[config.mk]
export PLATFORM = sky130hd
export DESIGN_NAME = lsm_sequencer_flat
export DESIGN_NICKNAME = d
export VERILOG_FILES = /design/src/rtl/lsm_sequencer_pkg.sv /design/src/rtl/lsm_sequencer_if.sv /design/src/rtl/lsm_prio_enc.sv /design/src/rtl/lsm_sequencer.sv /design/src/flat_wrapper.sv
export SDC_FILE = /design/constraint.sdc
export NUM_CORES = 1
export LEC_CHECK = 0
export ABC_CLOCK_PERIOD_IN_PS = 7150
export CAP_MARGIN = 20
export CELL_PAD_IN_SITES_DETAIL_PLACEMENT = 2
export CELL_PAD_IN_SITES_GLOBAL_PLACEMENT = 2
export CORE_ASPECT_RATIO = 1.1
export CORE_UTILIZATION = 30
export CTS_CLUSTER_SIZE = 14
export DETAILED_ROUTE_END_ITERATION = 12
export PLACE_DENSITY = 0.92
export SYNTH_ARGS = -nofsm -noshare
export SYNTH_HDL_FRONTEND = slang
export SYNTH_SLANG_ARGS = --single-unit
[constraint.sdc]
create_clock -name clk -period 7.15 [get_ports clk]
set_clock_uncertainty 0.05 [all_clocks]
set_input_delay 1.43 -clock clk [delete_from_list [all_inputs] [get_ports clk]]
set_output_delay 1.43 -clock clk [all_outputs]
set_load 0.005 [all_outputs]
[src/rtl/lsm_sequencer_pkg.sv]
// Shared types and constants for the load/store-multiple sequencer.
package lsm_sequencer_pkg;

  localparam int LSM_LIST_W = 16;

  typedef enum logic [1:0] {
    ST_IDLE = 2'd0,
    ST_XFER = 2'd1,
    ST_DONE = 2'd2
  } lsm_state_t;

  // Addressing mode {P,U}
  localparam logic [1:0] MODE_DA = 2'b00;
  localparam logic [1:0] MODE_IA = 2'b01;
  localparam logic [1:0] MODE_DB = 2'b10;
  localparam logic [1:0] MODE_IB = 2'b11;

endpackage

[src/rtl/lsm_sequencer_if.sv]
// Control-unit <-> sequencer handshake bundle.
interface lsm_sequencer_if
  import lsm_sequencer_pkg::*;
#(
  parameter int LIST_W = LSM_LIST_W
);

  localparam int IDX_W = $clog2(LIST_W);
  localparam int CNT_W = $clog2(LIST_W + 1);

  logic              start;
  logic [LIST_W-1:0] reg_list;
  logic [1:0]        mode;
  logic              step;
  logic              busy;
  logic              valid;
  logic [IDX_W-1:0]  reg_num;
  logic              last;
  logic              lsm_end;
  logic [CNT_W-1:0]  count;
  logic [7:0]        start_ofs;
  logic [7:0]        wb_ofs;

  modport master (
    output start, reg_list, mode, step,
    input  busy, valid, reg_num, last, lsm_end, count, start_ofs, wb_ofs
  );

  modport slave (
    input  start, reg_list, mode, step,
    output busy, valid, reg_num, last, lsm_end, count, start_ofs, wb_ofs
  );

endinterface

[src/rtl/lsm_prio_enc.sv]
// Lowest-set-bit encoder: index of the lowest set bit plus a found flag.
module lsm_prio_enc #(
  parameter int LIST_W = 16,
  parameter int IDX_W  = $clog2(LIST_W)
) (
  input  logic [LIST_W-1:0] mask,
  output logic [IDX_W-1:0]  idx,
  output logic              found
);

  // Scanning high-to-low lets the lowest set bit win the last assignment.
  always_comb begin
    idx   = '0;
    found = 1'b0;
    for (int i = LIST_W - 1; i >= 0; i--) begin
      if (mask[i]) begin
        idx   = IDX_W'(i);
        found = 1'b1;
      end
    end
  end

endmodule

[src/rtl/lsm_sequencer.sv]
// Walks an LDM/STM register list lowest-first, one register per STEP.
module lsm_sequencer
  import lsm_sequencer_pkg::*;
#(
  parameter int LIST_W     = LSM_LIST_W,
  parameter int WORD_BYTES = 4
) (
  input  logic             clk,
  input  logic             reset_n,
  lsm_sequencer_if.slave   bus
);

  localparam int IDX_W = $clog2(LIST_W);
  localparam int CNT_W = $clog2(LIST_W + 1);

  lsm_state_t        state_reg;
  logic [LIST_W-1:0] mask_reg;
  logic [CNT_W-1:0]  count_reg;
  logic [7:0]        start_ofs_reg;
  logic [7:0]        wb_ofs_reg;

  logic [IDX_W-1:0]  cur_idx;
  logic              cur_found;
  logic [LIST_W-1:0] mask_rest;
  logic [CNT_W-1:0]  list_pop;
  logic [7:0]        span;
  logic [7:0]        start_ofs_next;
  logic [7:0]        wb_ofs_next;

  lsm_prio_enc #(
    .LIST_W (LIST_W),
    .IDX_W  (IDX_W)
  ) u_prio_enc (
    .mask  (mask_reg),
    .idx   (cur_idx),
    .found (cur_found)
  );

  // Clearing the lowest set bit is exactly the post-STEP mask.
  assign mask_rest = mask_reg & (mask_reg - LIST_W'(1));

  always_comb begin
    list_pop = '0;
    for (int i = 0; i < LIST_W; i++) begin
      list_pop = list_pop + CNT_W'(bus.reg_list[i]);
    end
  end

  assign span = 8'(WORD_BYTES) * 8'(list_pop);

  always_comb begin
    wb_ofs_next = bus.mode[0] ? span : (8'd0 - span);
    case (bus.mode)
      MODE_IA: start_ofs_next = 8'd0;
      MODE_IB: start_ofs_next = 8'(WORD_BYTES);
      MODE_DA: start_ofs_next = 8'(WORD_BYTES) - span;
      default: start_ofs_next = 8'd0 - span;
    endcase
  end

  always_ff @(posedge clk) begin
    if (!reset_n) begin
      state_reg     <= ST_IDLE;
      mask_reg      <= '0;
      count_reg     <= '0;
      start_ofs_reg <= '0;
      wb_ofs_reg    <= '0;
    end else begin
      case (state_reg)
        ST_IDLE: begin
          if (bus.start) begin
            mask_reg      <= bus.reg_list;
            count_reg     <= list_pop;
            start_ofs_reg <= start_ofs_next;
            wb_ofs_reg    <= wb_ofs_next;
            state_reg     <= (bus.reg_list != '0) ? ST_XFER : ST_DONE;
          end
        end
        ST_XFER: begin
          if (bus.step) begin
            mask_reg <= mask_rest;
            if (mask_rest == '0) state_reg <= ST_DONE;
          end
        end
        default: state_reg <= ST_IDLE;
      endcase
    end
  end

  assign bus.busy      = (state_reg != ST_IDLE);
  assign bus.valid     = (state_reg == ST_XFER);
  assign bus.reg_num   = cur_idx;
  assign bus.last      = (state_reg == ST_XFER) && cur_found && (mask_rest == '0);
  assign bus.lsm_end   = (state_reg == ST_DONE);
  assign bus.count     = count_reg;
  assign bus.start_ofs = start_ofs_reg;
  assign bus.wb_ofs    = wb_ofs_reg;

endmodule

[src/flat_wrapper.sv]
// flat-port wrapper written by rule: the top's interface ports become plain ports
module lsm_sequencer_flat import lsm_sequencer_pkg::*;
#(
  parameter int LIST_W     = LSM_LIST_W,
  parameter int WORD_BYTES = 4
)
  (clk, reset_n, bus_start, bus_reg_list, bus_mode, bus_step, bus_busy, bus_valid, bus_reg_num, bus_last, bus_lsm_end, bus_count, bus_start_ofs, bus_wb_ofs);
  lsm_sequencer_if #(.LIST_W(LIST_W)) bus_i ();
  input  logic clk;
  input  logic reset_n;
  input wire logic [$bits(bus_i.start)-1:0] bus_start;
  input wire logic [$bits(bus_i.reg_list)-1:0] bus_reg_list;
  input wire logic [$bits(bus_i.mode)-1:0] bus_mode;
  input wire logic [$bits(bus_i.step)-1:0] bus_step;
  output wire logic [$bits(bus_i.busy)-1:0] bus_busy;
  output wire logic [$bits(bus_i.valid)-1:0] bus_valid;
  output wire logic [$bits(bus_i.reg_num)-1:0] bus_reg_num;
  output wire logic [$bits(bus_i.last)-1:0] bus_last;
  output wire logic [$bits(bus_i.lsm_end)-1:0] bus_lsm_end;
  output wire logic [$bits(bus_i.count)-1:0] bus_count;
  output wire logic [$bits(bus_i.start_ofs)-1:0] bus_start_ofs;
  output wire logic [$bits(bus_i.wb_ofs)-1:0] bus_wb_ofs;
  assign bus_i.start = bus_start;
  assign bus_i.reg_list = bus_reg_list;
  assign bus_i.mode = bus_mode;
  assign bus_i.step = bus_step;
  assign bus_busy = bus_i.busy;
  assign bus_valid = bus_i.valid;
  assign bus_reg_num = bus_i.reg_num;
  assign bus_last = bus_i.last;
  assign bus_lsm_end = bus_i.lsm_end;
  assign bus_count = bus_i.count;
  assign bus_start_ofs = bus_i.start_ofs;
  assign bus_wb_ofs = bus_i.wb_ofs;
  lsm_sequencer #(.LIST_W(LIST_W), .WORD_BYTES(WORD_BYTES)) u_core (.clk(clk), .reset_n(reset_n), .bus(bus_i));
endmodule
* After elaboration in Yosys (flattened, before gate mapping)
Index checks and enable logic that the tools add are counted.
** Word-level totals
- Bits in registers :: 39
- Bits of input ports :: 22
- Output and inout port bits :: 29
- Word-level logic and storage cells :: 84
** Cells by class
- Add/subtract/negate cells :: 18
- Eq/ne operators :: 7
- Multiplexer cells :: 42
- Bitwise logic cells :: 1
- Reduce and logical (&&, ||, !) cells :: 11
** Operators with widths (count)
- $add 5x1->5 :: 14
- $mux 4 :: 16
- $mux 16 :: 2
- $pmux 16 s2 :: 1
- $pmux 8 s3 :: 1
- $and 16x16->16 :: 1
- $logic_not 16->1 :: 1
- $mux 1 :: 16
- $reduce_bool 16->1 :: 1
- $sub 16x1->16 const B :: 1
- $mux 2 :: 4
- $mux 8 :: 1
- $sub 1x7->8 const A :: 1
- $sub 3x7->8 const A :: 1
- $reduce_and 3->1 :: 2
- $eq 2x1->1 const B :: 2
- $eq 2x2->1 const B :: 2
- $logic_not 2->1 :: 2
- $ne 2x2->1 const B :: 2
- $pmux 2 s2 :: 1
- $reduce_bool 2->1 :: 2
- $add 1x1->2 :: 1
- $logic_and 1x1->1 :: 2
- $ne 2x1->1 const B :: 1
- $reduce_and 2->1 :: 1

* Depth between registers and ports, before layout
Gate-level depths: netlist (run 1).
- Word-level depth :: 18
- Depth in mapped cells :: 18
- Depth with buffers taken out :: 18

* Modules after synthesis
Synthesis (run 1) repeated with hierarchy kept, for this count alone.
** Unflattened totals
- Cell total of the unflattened synthesis :: 345
- Area total of the unflattened synthesis :: 2650.0 um^2
** Modules (own cells, without submodules)
- lsm_sequencer :: times used 1, cells an instance 312, area each 2471.1 um^2, seq. area each 680.7 um^2
- lsm_prio_enc :: times used 1, cells an instance 33, area each 178.9 um^2, seq. area each 0.0 um^2

* Worst setup path before layout (run 1)
No wires, ideal clock.
- Path type :: input -> register
- Start :: in bus_reg_list[0]
- End :: reg u_core.start_ofs_reg[4], in the netlist u_core.bus.start_ofs[4]
- Setup time :: 128 ps
- Arrival time :: 5555 ps
- Required time :: 6972 ps
- Slack :: 1418 ps
- Cell stages on the path :: 17
- Buffers on the path :: 1
- Cells stage by stage :: inv_1 -> ha_1 -> inv_1 -> fa_1 -> fa_1 -> fa_1 -> fa_1 -> fa_1 -> fa_1 -> clkbuf_1 -> xnor2_1 -> inv_1 -> ha_1 -> mux2i_1 -> nor3_1 -> a21oi_1 -> nor2_1
** Between the ends
- Longest elaborated chain between the ends :: 17
- Elaborated cells on any way between the ends :: 18
- Those cells by class :: add/sub: 17; mux: 1
** RTL lines
- start, declared :: RTL line flat_wrapper.sv:12 : input wire logic [$bits(bus_i.reg_list)-1:0] bus_reg_list;
- $add 1x1->2 (*) :: RTL line lsm_sequencer.sv:45 : list_pop = list_pop + CNT_W'(bus.reg_list[i]);
- $add 5x1->5 (*) (14 in a row) :: RTL line lsm_sequencer.sv:45
- $sub 1x7->8 or $sub 3x7->8 (tied branches) :: RTL line lsm_sequencer.sv:57, lsm_sequencer.sv:56
- $pmux 8 s3 (*) :: RTL line lsm_sequencer.sv:53 : case (bus.mode)
- end signal, assigned :: RTL line lsm_sequencer.sv:74 : start_ofs_reg <= start_ofs_next;
- end, declared :: RTL line lsm_sequencer.sv:19 : logic [7:0] start_ofs_reg;
Mark *: on every way between the ends. The rest lies on a longest branch, timed or not.
A chain may end at the register's enable or synchronous reset.

* Worst setup path after layout (run 1)
- Start :: in bus_reg_list[0]
- End :: reg u_core.start_ofs_reg[6], in the netlist u_core.bus.start_ofs[6]
The elaborated chain is that of the path after synthesis.

==> results of run 1 <==
[where the power goes]
| part | internal [uW] | leakage [uW] | switching [uW] |
|---|---|---|---|
| Clock | 68.5 | 0.0000441 | 82.4 |
| Combinational | 288 | 0.000946 | 376 |
| Sequential | 221 | 0.000279 | 37.8 |
| Total | 578 | 0.00127 | 496 |
[worst max-delay path: cells and delay by family]
kind,cells,cell delay (ns)
AO/OA/AOI/OAI,5,0.83
adder cells (fa/ha/maj),8,3.71
buffers and inverters,3,0.65
[cells in the final DEF, fill, tap and decap left out, types with 9 or more instances in the layout]
cell / n
nor3_1: 13
nand2_1: 22
nor2_1: 46
ha_1: 9
a21oi_1: 29
inv_1: 35
a22oi_1: 9
dfxtp_1: 34
o21ai_0: 23
fa_1: 10
clkdlybuf4s50_1: 46
[cell type report]
class / instances / area [um2] / area share [%]
multi-input combinational: 245 / 1660 / 52.3
sequential: 34 / 681 / 21.5
timing repair buffer: 47 / 468 / 14.8
tap: 111 / 139 / 4.38
inverter: 36 / 135 / 4.27
clock buffer: 5 / 68.8 / 2.17
clock inverter: 3 / 21.3 / 0.671
[per-stage QoR]
| stage | hold WS [ns] | setup slack (ns) | area, um2 | util (%) |
|---|---|---|---|---|
| 3_3_place_gp | 0.401 | 0.635 | 3080 | 36.6 |
| 3_5_place_dp | 0.408 | 0.357 | 3080 | 36.6 |
| 6_report | 0.417 | 0.686 | 3170 | 37.7 |
| 2_1_floorplan | 0.403 | 1.42 | 2620 | - |
| 4_1_cts | 0.420 | 0.668 | 3170 | 37.7 |
| 5_1_grt | 0.445 | 0.499 | 3170 | 37.7 |
[synthesized netlist by cell type, types with 3 or more instances]
cell and instances:
xnor2_1 5, o21ai_0 23, nor3_1 13, o22ai_1 4, fa_1 10, nand2_1 22, a22oi_1 9, a21o_1 3
nor2_1 46, nor3b_1 4, clkbuf_1 17, inv_1 35, buf_4 7, nand3_1 6, dfxtp_1 34, a21oi_1 29
a31oi_1 4, ha_1 9, nor4_1 3, a211oi_1 7, nor2b_1 5
[per-layer routing]
metal | track usage [%] | wire, um
met5 | 0 | 0
met4 | 9.40 | 318
met3 | 3.26 | 262
met2 | 42.0 | 5050
met1 | 23.8 | 3920
[logic make-up after synthesis]
kind of cell	count (synthesis)	share of synthesized area (%)
XOR/XNOR	7	2.35
multiplexers	2	0.767
flip-flops	34	26.1
adder cells (fa/ha/maj)	20	12.4
AO/OA/AOI/OAI	97	24.2
buffers and inverters	64	11.2
other	1	0.144
AND/OR/NAND/NOR	115	22.9
[path summary, 6_finish.rpt]
check / from / to / cells after the start
worst min-delay path: u_core.bus.count[3]$_SDFFE_PN0P_ / u_core.bus.count[3]$_SDFFE_PN0P_ / 2
worst max-delay path: bus_reg_list[0] / u_core.bus.start_ofs[6]$_SDFFE_PN0P_ / 16
worst min register to register: u_core.bus.count[3]$_SDFFE_PN0P_ / u_core.bus.count[3]$_SDFFE_PN0P_ / 2
worst max register to register: u_core.state_reg[0]$_SDFFE_PN0P_ / u_core.mask_reg[10]$_SDFFE_PN0P_ / 6
==> results.toml, run 1 <==
[status]
run_status = "finished clean"

[sta]
final-max-slew-violation-count = 0
slew_headroom_pct = 38.4
max_clock_freq_mhz = 155
period_needed_ns = 6.46
final_hold_viols = 0
tns_ns = 0
setup_viol = 0
unrepaired_setup_endpoints_after_global_routing = "no"
tightest_slew_ns = 0.919
timing.final.crit_share_pct = 90.4

[placed_design]
routabilityCongestion = 0.789
place.detailed.hpwl_mm = 7.14
place.port_buffers = 46
placed_cells_incl_taps = 473

[logic_synthesis]
postSynth.asyncResetShare_pct = 0
post_synth.cell_area_avg_um2 = 7.68
yosys_register_bits = 34
ys_warns = 0
synth_cell_types = 56
top_cells_by_area_in_the_synthesized_netlist = "dfxtp_1, fa_1, nor2_1, a21oi_1, inv_1"
post_synth_top_area_cell = "dfxtp_1"
syn_inst = 340
synth-seq-area-share_pct = 26.1
synth_edf_count = 0
mappedNetlistArea_um2 = 2610
most_used_flip_flop_cell_after_synthesis = "dfxtp_1"
post-synth-top-area-fraction_pct = 26.1

[clocking]
cts_made_buffers = 5
cts_sinks = 34
cts_root_buf = "clkbuf_8"
worstSkewPairLatency_ns = 0.30
cts_htree_levels = 2
tritoncts_clock_tree = "done"
cts_setup_buffers = 0
cts_buffer_depth = 2
cts.clk_slew.worst_paths_ns = 0.08
ctsHoldBuffers = 0
post_cts.resized_instances = 0

[global_route]
grt_first_pass_wirelength_mm = 15.4
antenna_found_initial = 0
vias_in_the_first_global_route = 2915
gr-total-overflow = 0
grt_use_total_pct = 21.9
grt_max_degree = 28

[final_layout]
post_layout_nonfiller_instances = 481
area_growth_pct = 21.3
design.final.nets = 410
num-fill-cells = 1005
number_of_flip_flops_under_the_largest_register_name = 16
insertedDiodeCount = 0
layout-drive-gt1-share_pct = 5.14

[drt]
first_pass_iteration_count_of_the_detailed_router = 4
route.final.wire_length_mm = 9.55
vias = 2626
drt-wirelength-per-cell_um = 19.9
initialDrtViolationCount = 93
drc_errors_left = 0
routed_via_density = 5.46
postRouteAntennaNets = 0

[pwr]
peakVddDrop_mv = 0.174
standby_leakage_power_uw = 0.00127
power_density_nw_per_um2 = 339
total_power_uw = 1070

[worst_setup_path]
ff2ff_setup_slack_ns = 4.78
cpMostUsedCell = "fa_1"
worst_path_largest_cell_delay_ns = 0.70
worst_ep_required_time_ns = 7.32
critPathLaunchType = "input pin"
crit_path_top_delay_cell = "fa_1"
critical_path.max_fanout = 8
crit_path_cell_trace = "clkdlybuf4s50_1 > inv_1 > ha_1 > inv_1 > fa_1 > fa_1 > fa_1 > fa_1 > fa_1 > fa_1 > ha_1 > o21ai_0 > a32o_1 > a21oi_1 > a22oi_1 > o21ai_0"
worst_setup_path_type = "in -> reg"
setup.worst_path.end_class = "flop"
worst_ep_arrival_time_ns = 6.63

[floorplan]
placementRows = 35
die_h_um = 99.9
start_util_pct = 31.1
placeableCoreArea_um2 = 8410
floorplan.io_pins = 51
floorplan.die_area_um2 = 9080
die_w_um = 91.0

[worst_hold_path]
hp-class = "reg -> reg"

[run]
drv.max_cap_violation_count = 0
No activity file was read; power rests on OpenSTA's default activity.
==> run 2, diff against run 1 <==
SYNTH_HIERARCHICAL = 1   (was not set)
==> results.toml, run 2 <==
[sta]
max_clock_freq_mhz = 162
unrepaired_setup_endpoints_after_global_routing = "no"
slew_headroom_pct = 25.5
setup_viol = 0
tightest_slew_ns = 1.12
tns_ns = 0
timing.final.crit_share_pct = 86.3
final_hold_viols = 0
final-max-slew-violation-count = 0
period_needed_ns = 6.17
holdWs_ns = 0.447

[placed_design]
place.detailed.hpwl_mm = 6.91
postPlaceCellArea_um2 = 3180
routabilityCongestion = 0.824
place.port_buffers = 46

[clocking]
cts_sinks = 34
cts.clk_slew.worst_paths_ns = 0.08
cts_root_buf = "clkbuf_8"
cts_htree_levels = 2
ctsHoldBuffers = 0
post_cts.resized_instances = 0
worstSkewPairLatency_ns = 0.29
cts_made_buffers = 5
cts_buffer_depth = 2
cts_setup_buffers = 0
tritoncts_clock_tree = "done"

[floorplan]
placementRows = 35
placeableCoreArea_um2 = 8450
die_w_um = 91.6
die_h_um = 101
floorplan.die_area_um2 = 9210
start_util_pct = 31.4
floorplan.io_pins = 51

[worst_setup_path]
critical_path.max_fanout = 7
worst_ep_arrival_time_ns = 6.25
setup.worst_path.end_class = "flop"
critPathLaunchType = "input pin"
worst_setup_path_type = "in -> reg"
worst_ep_required_time_ns = 7.23

[drt]
vias = 2750
drc_errors_left = 0
route.final.wire_length_mm = 9.60
routed_via_density = 5.56
first_pass_iteration_count_of_the_detailed_router = 4
initialDrtViolationCount = 78
drt-wirelength-per-cell_um = 19.4
postRouteAntennaNets = 0

[logic_synthesis]
yosys_register_bits = 34
syn_inst = 345
top_cells_by_area_in_the_synthesized_netlist = "dfxtp_1, fa_1, o21ai_0, nand2_1, inv_1"
synth-seq-area-share_pct = 25.7
most_used_flip_flop_cell_after_synthesis = "dfxtp_1"
count_leader_synth = "nand2_1"
post-synth-top-area-fraction_pct = 25.7
ys_warns = 6
post_synth_top_area_cell = "dfxtp_1"
synth_edf_count = 0
top_cells_by_count_synth = "nand2_1, inv_1, dfxtp_1"
mappedNetlistArea_um2 = 2650
synth_cell_types = 65
post_synth.cell_area_avg_um2 = 7.68
postSynth.asyncResetShare_pct = 0

[final_layout]
number_of_flip_flops_under_the_largest_register_name = 16
insertedDiodeCount = 0
layout-drive-gt1-share_pct = 5.73
design.final.nets = 423
finished_core_util_pct = 39.2
mostFrequentLayoutCells = "clkdlybuf4s50_1, nand2_1, inv_1"
layout_commonest_cell = "clkdlybuf4s50_1"
post-route-cell-area_um2 = 3310
num-fill-cells = 951
area_growth_pct = 25.1

[pwr]
total_power_uw = 1270
power_density_nw_per_um2 = 384
peakVddDrop_mv = 0.185
standby_leakage_power_uw = 0.00136

[global_route]
grt_first_pass_wirelength_mm = 15.7
vias_in_the_first_global_route = 3003
gr-total-overflow = 0
grt_max_degree = 37
antenna_found_initial = 0
grt_use_total_pct = 21.7

[run]
drv.max_cap_violation_count = 0

[status]
run_status = "finished clean"

[worst_hold_path]
hp-class = "reg -> reg"
-- run 2: changes by cell type in the layout (fill, tap and decap cells not counted), moves of 7 or more --
cell / change
nor2_1: -22
nand2_1: +18
a21boi_0: +15
a21oi_1: -11
a22oi_1: -7
o21ai_0: +8
a211oi_1: -7
-- run 2: power by group --
part / total (uW) / internal, uW / switching [uW]
registers: 284 / 231 / 53.0
logic: 771 / 342 / 428
clock network: 219 / 140 / 79.0
total: 1270 / 713 / 560
-- run 2: per-layer routing --
layer  wire (um)  track usage [%]
met3         342             3.32
met5           0                0
met1        4010             24.2
met4         297             9.40
met2        4950             40.8
-- run 2: final cells by class --
type	instances	area, um2	area share [%]
clock inverter	3	68.8	2.08
timing repair buffer	49	483	14.6
inverter	37	139	4.19
multi-input combinational	256	1740	52.4
sequential	34	681	20.5
tap	111	139	4.19
clock buffer	5	68.8	2.08
-- run 2: cell families after synthesis --
group | synth area share, %
DFF | 25.7
other | 0.142
AOI/OAI and AO/OA | 27.4
xor gates and xnor gates | 2.31
muxes | 1.18
adders and majority gates | 12.1
buffers and inverters | 9.25
and+or+nand+nor | 21.9
-- run 2: through the flow --
step / instances / worst slack, ns
finish: 495 / 0.983
global route: 495 / 0.775
detailed placement: 487 / 0.729
CTS: 495 / 0.986
global placement: 487 / 0.930
floorplan: 348 / 1.70
-- run 2: final timing paths --
check                           cells past startpoint                           endpoint  slack [ns]                              from
worst max-delay path                               16  u_core/bus.wb_ofs[6]$_SDFFE_PN0P_        0.98                   bus_reg_list[5]
worst min-delay path                                2   u_core/bus.count[0]$_SDFFE_PN0P_        0.45  u_core/bus.count[0]$_SDFFE_PN0P_
worst max register to register                      6  u_core/bus.wb_ofs[7]$_SDFFE_PN0P_        4.76  u_core/state_reg[0]$_SDFFE_PN0P_
worst min register to register                      2   u_core/bus.count[0]$_SDFFE_PN0P_        0.45  u_core/bus.count[0]$_SDFFE_PN0P_
-- run 2: worst max-delay path, stage by stage --
cell and delay [ns]:
clkdlybuf4s50_1 0.53, inv_1 0.09, fa_1 0.58, fa_1 0.47, fa_1 0.56, fa_1 0.43, inv_1 0.08, ha_1 0.18
inv_1 0.06, fa_1 0.64, ha_1 0.32, inv_1 0.11, o32a_1 0.34, o22a_1 0.19, a31oi_1 0.17, a21oi_1 0.08
==> run 3, diff against run 2 <==
--- a/config.mk
+++ b/config.mk
@@ -16,2 +16,3 @@
 export PLACE_DENSITY = 0.92
+export SLEW_MARGIN = 20
 export SYNTH_ARGS = -nofsm -noshare
==> constraint.sdc (replaced) <==
create_clock -name clk -period 7.15 [get_ports clk]
set_clock_uncertainty 0.05 [all_clocks]
set_input_delay 0.715 -clock clk [delete_from_list [all_inputs] [get_ports clk]]
set_output_delay 0.715 -clock clk [all_outputs]
set_load 0.005 [all_outputs]
==> results.toml, run 3 (synthesis gave the netlist of run 2 again) <==
[worst_hold_path]
hold-path-cell-count = 2
hp-class = "reg -> reg"
worst_hold_end = "u_core/bus.count[0]$_SDFFE_PN0P_"
min_from = "u_core/bus.count[0]$_SDFFE_PN0P_"

[worst_setup_path]
worstPathBufferInverterCount = 5
crit-reg2reg-launch = "u_core/mask_reg[7]$_SDFFE_PN0P_"
crit_path_cell_trace = "clkdlybuf4s50_1 > inv_1 > fa_1 > fa_1 > fa_1 > fa_1 > inv_1 > ha_1 > inv_1 > fa_1 > ha_1 > inv_1 > o32a_1 > o22a_1 > a31oi_1 > a21oi_1"
critPathLaunchType = "input pin"
startpoint = "bus_reg_list[5]"
r2r_end = "u_core/state_reg[0]$_SDFFE_PN0P_"
worst_ep_required_time_ns = 7.25
ff2ff_path_depth = 5
worst_path_largest_cell_delay_ns = 0.64
ff2ff_setup_slack_ns = 4.82
worst_setup_path_type = "in -> reg"
critical-path-top-delay-family = "adder cells"
crit_path_top_delay_cell = "fa_1"
setup.worst_path.end_class = "flop"
critical_path.max_fanout = 7
worst_ep_arrival_time_ns = 5.49
cpMostUsedCell = "fa_1"

[clocking]
cts_root_buf = "clkbuf_8"
cts_sinks = 34
tritoncts_clock_tree = "done"
cts_htree_levels = 2
cts_setup_buffers = 0
cts.clk_slew.worst_paths_ns = 0.07
cts_made_buffers = 5
ctsHoldBuffers = 0
worstSkewPairLatency_ns = 0.28
cts_buffer_depth = 2
post_cts.resized_instances = 0

[floorplan]
placeableCoreArea_um2 = 8450
floorplan.io_pins = 51
die_w_um = 91.6
die_h_um = 101
floorplan.die_area_um2 = 9210
start_util_pct = 31.4
placementRows = 35

[final_layout]
mostFrequentLayoutCells = "clkdlybuf4s50_1, nand2_1, inv_1"
insertedDiodeCount = 0
layout_commonest_cell = "clkdlybuf4s50_1"
area_growth_pct = 23.4
layout-drive-gt1-share_pct = 5.73
design.final.nets = 423
num-fill-cells = 982
number_of_flip_flops_under_the_largest_register_name = 16

[drt]
vias = 2684
initialDrtViolationCount = 93
routed_via_density = 5.42
drt-wirelength-per-cell_um = 18.8
first_pass_iteration_count_of_the_detailed_router = 4
route.final.wire_length_mm = 9.29
postRouteAntennaNets = 0
drc_errors_left = 0

[global_route]
gr-total-overflow = 0
grt_use_total_pct = 21.2
antenna_found_initial = 0
vias_in_the_first_global_route = 2973
grt_max_degree = 37
grt_first_pass_wirelength_mm = 15.3

[sta]
worst_slack_ns = 1.76
final-max-slew-violation-count = 0
setup_viol = 0
period_needed_ns = 5.39
slew_headroom_pct = 60.3
tns_ns = 0
timing.final.crit_share_pct = 75.4
max_clock_freq_mhz = 185
final_hold_viols = 0
unrepaired_setup_endpoints_after_global_routing = "no"
tightest_slew_ns = 0.590
holdWs_ns = 0.439

[placed_design]
routabilityCongestion = 0.824
place_worst_setup_slack_ns = 1.46
place.port_buffers = 46
place.detailed.hpwl_mm = 6.88

[status]
run_status = "finished clean"

[pwr]
standby_leakage_power_uw = 0.00134
peakVddDrop_mv = 0.188
power_density_nw_per_um2 = 366

[run]
drv.max_cap_violation_count = 0
[run 3: how the worst max path moves through the flow]
stage / cells past startpoint / slack, ns / to
finish: 16 / 1.76 / u_core/bus.wb_ofs[6]$_SDFFE_PN0P_
detailed placement: 16 / 1.46 / u_core/bus.wb_ofs[6]$_SDFFE_PN0P_
floorplan: 15 / 2.42 / u_core/bus.wb_ofs[6]$_SDFFE_PN0P_
CTS: 16 / 1.74 / u_core/bus.wb_ofs[6]$_SDFFE_PN0P_
global route: 16 / 1.52 / u_core/bus.wb_ofs[5]$_SDFFE_PN0P_
global placement: 16 / 1.64 / u_core/bus.wb_ofs[6]$_SDFFE_PN0P_
[run 3: through the flow]
step / instance area [um2] / power [uW] / utilization [%] / std cells
after floorplan: 2660 / 770 / - / 348
after global placement: 3180 / 992 / 37.6 / 487
after detailed placement: 3180 / 1030 / 37.6 / 487
after CTS: 3270 / 1200 / 38.7 / 495
after global routing: 3270 / 1290 / 38.7 / 495
final: 3270 / 1200 / 38.7 / 495
[run 3: area by class of cell]
cell class	instances	area, um2	share of cell area [%]
clock buffer	7	86.3	2.64
clock inverter	1	5.00	0.153
inverter	37	139	4.25
multi-input combinational	256	1740	53.1
sequential	34	681	20.8
tap	111	139	4.25
timing repair buffer	49	483	14.8
[run 3: per-layer routing]
metal	track usage [%]	wire length, um	up-vias
li1	-	-	1271
met1	24.3	4000	1335
met2	39.2	4700	60
met3	3.39	326	18
met4	8.42	257	0
met5	0	0	-
[run 3: worst reg2reg max path: stages (launching register included)]
cell,delay [ns]
dfxtp_1,0.44
nor3_1,0.46
nand4_1,0.32
o21ai_0,0.33
o2111ai_1,0.29
o31a_1,0.34
[run 3: power breakdown]
part	leakage, uW	switching, uW	internal, uW
logic	0.00101	425	341
clock network	0.0000482	70.8	77.7
registers	0.000280	51.5	231
total	0.00134	548	650
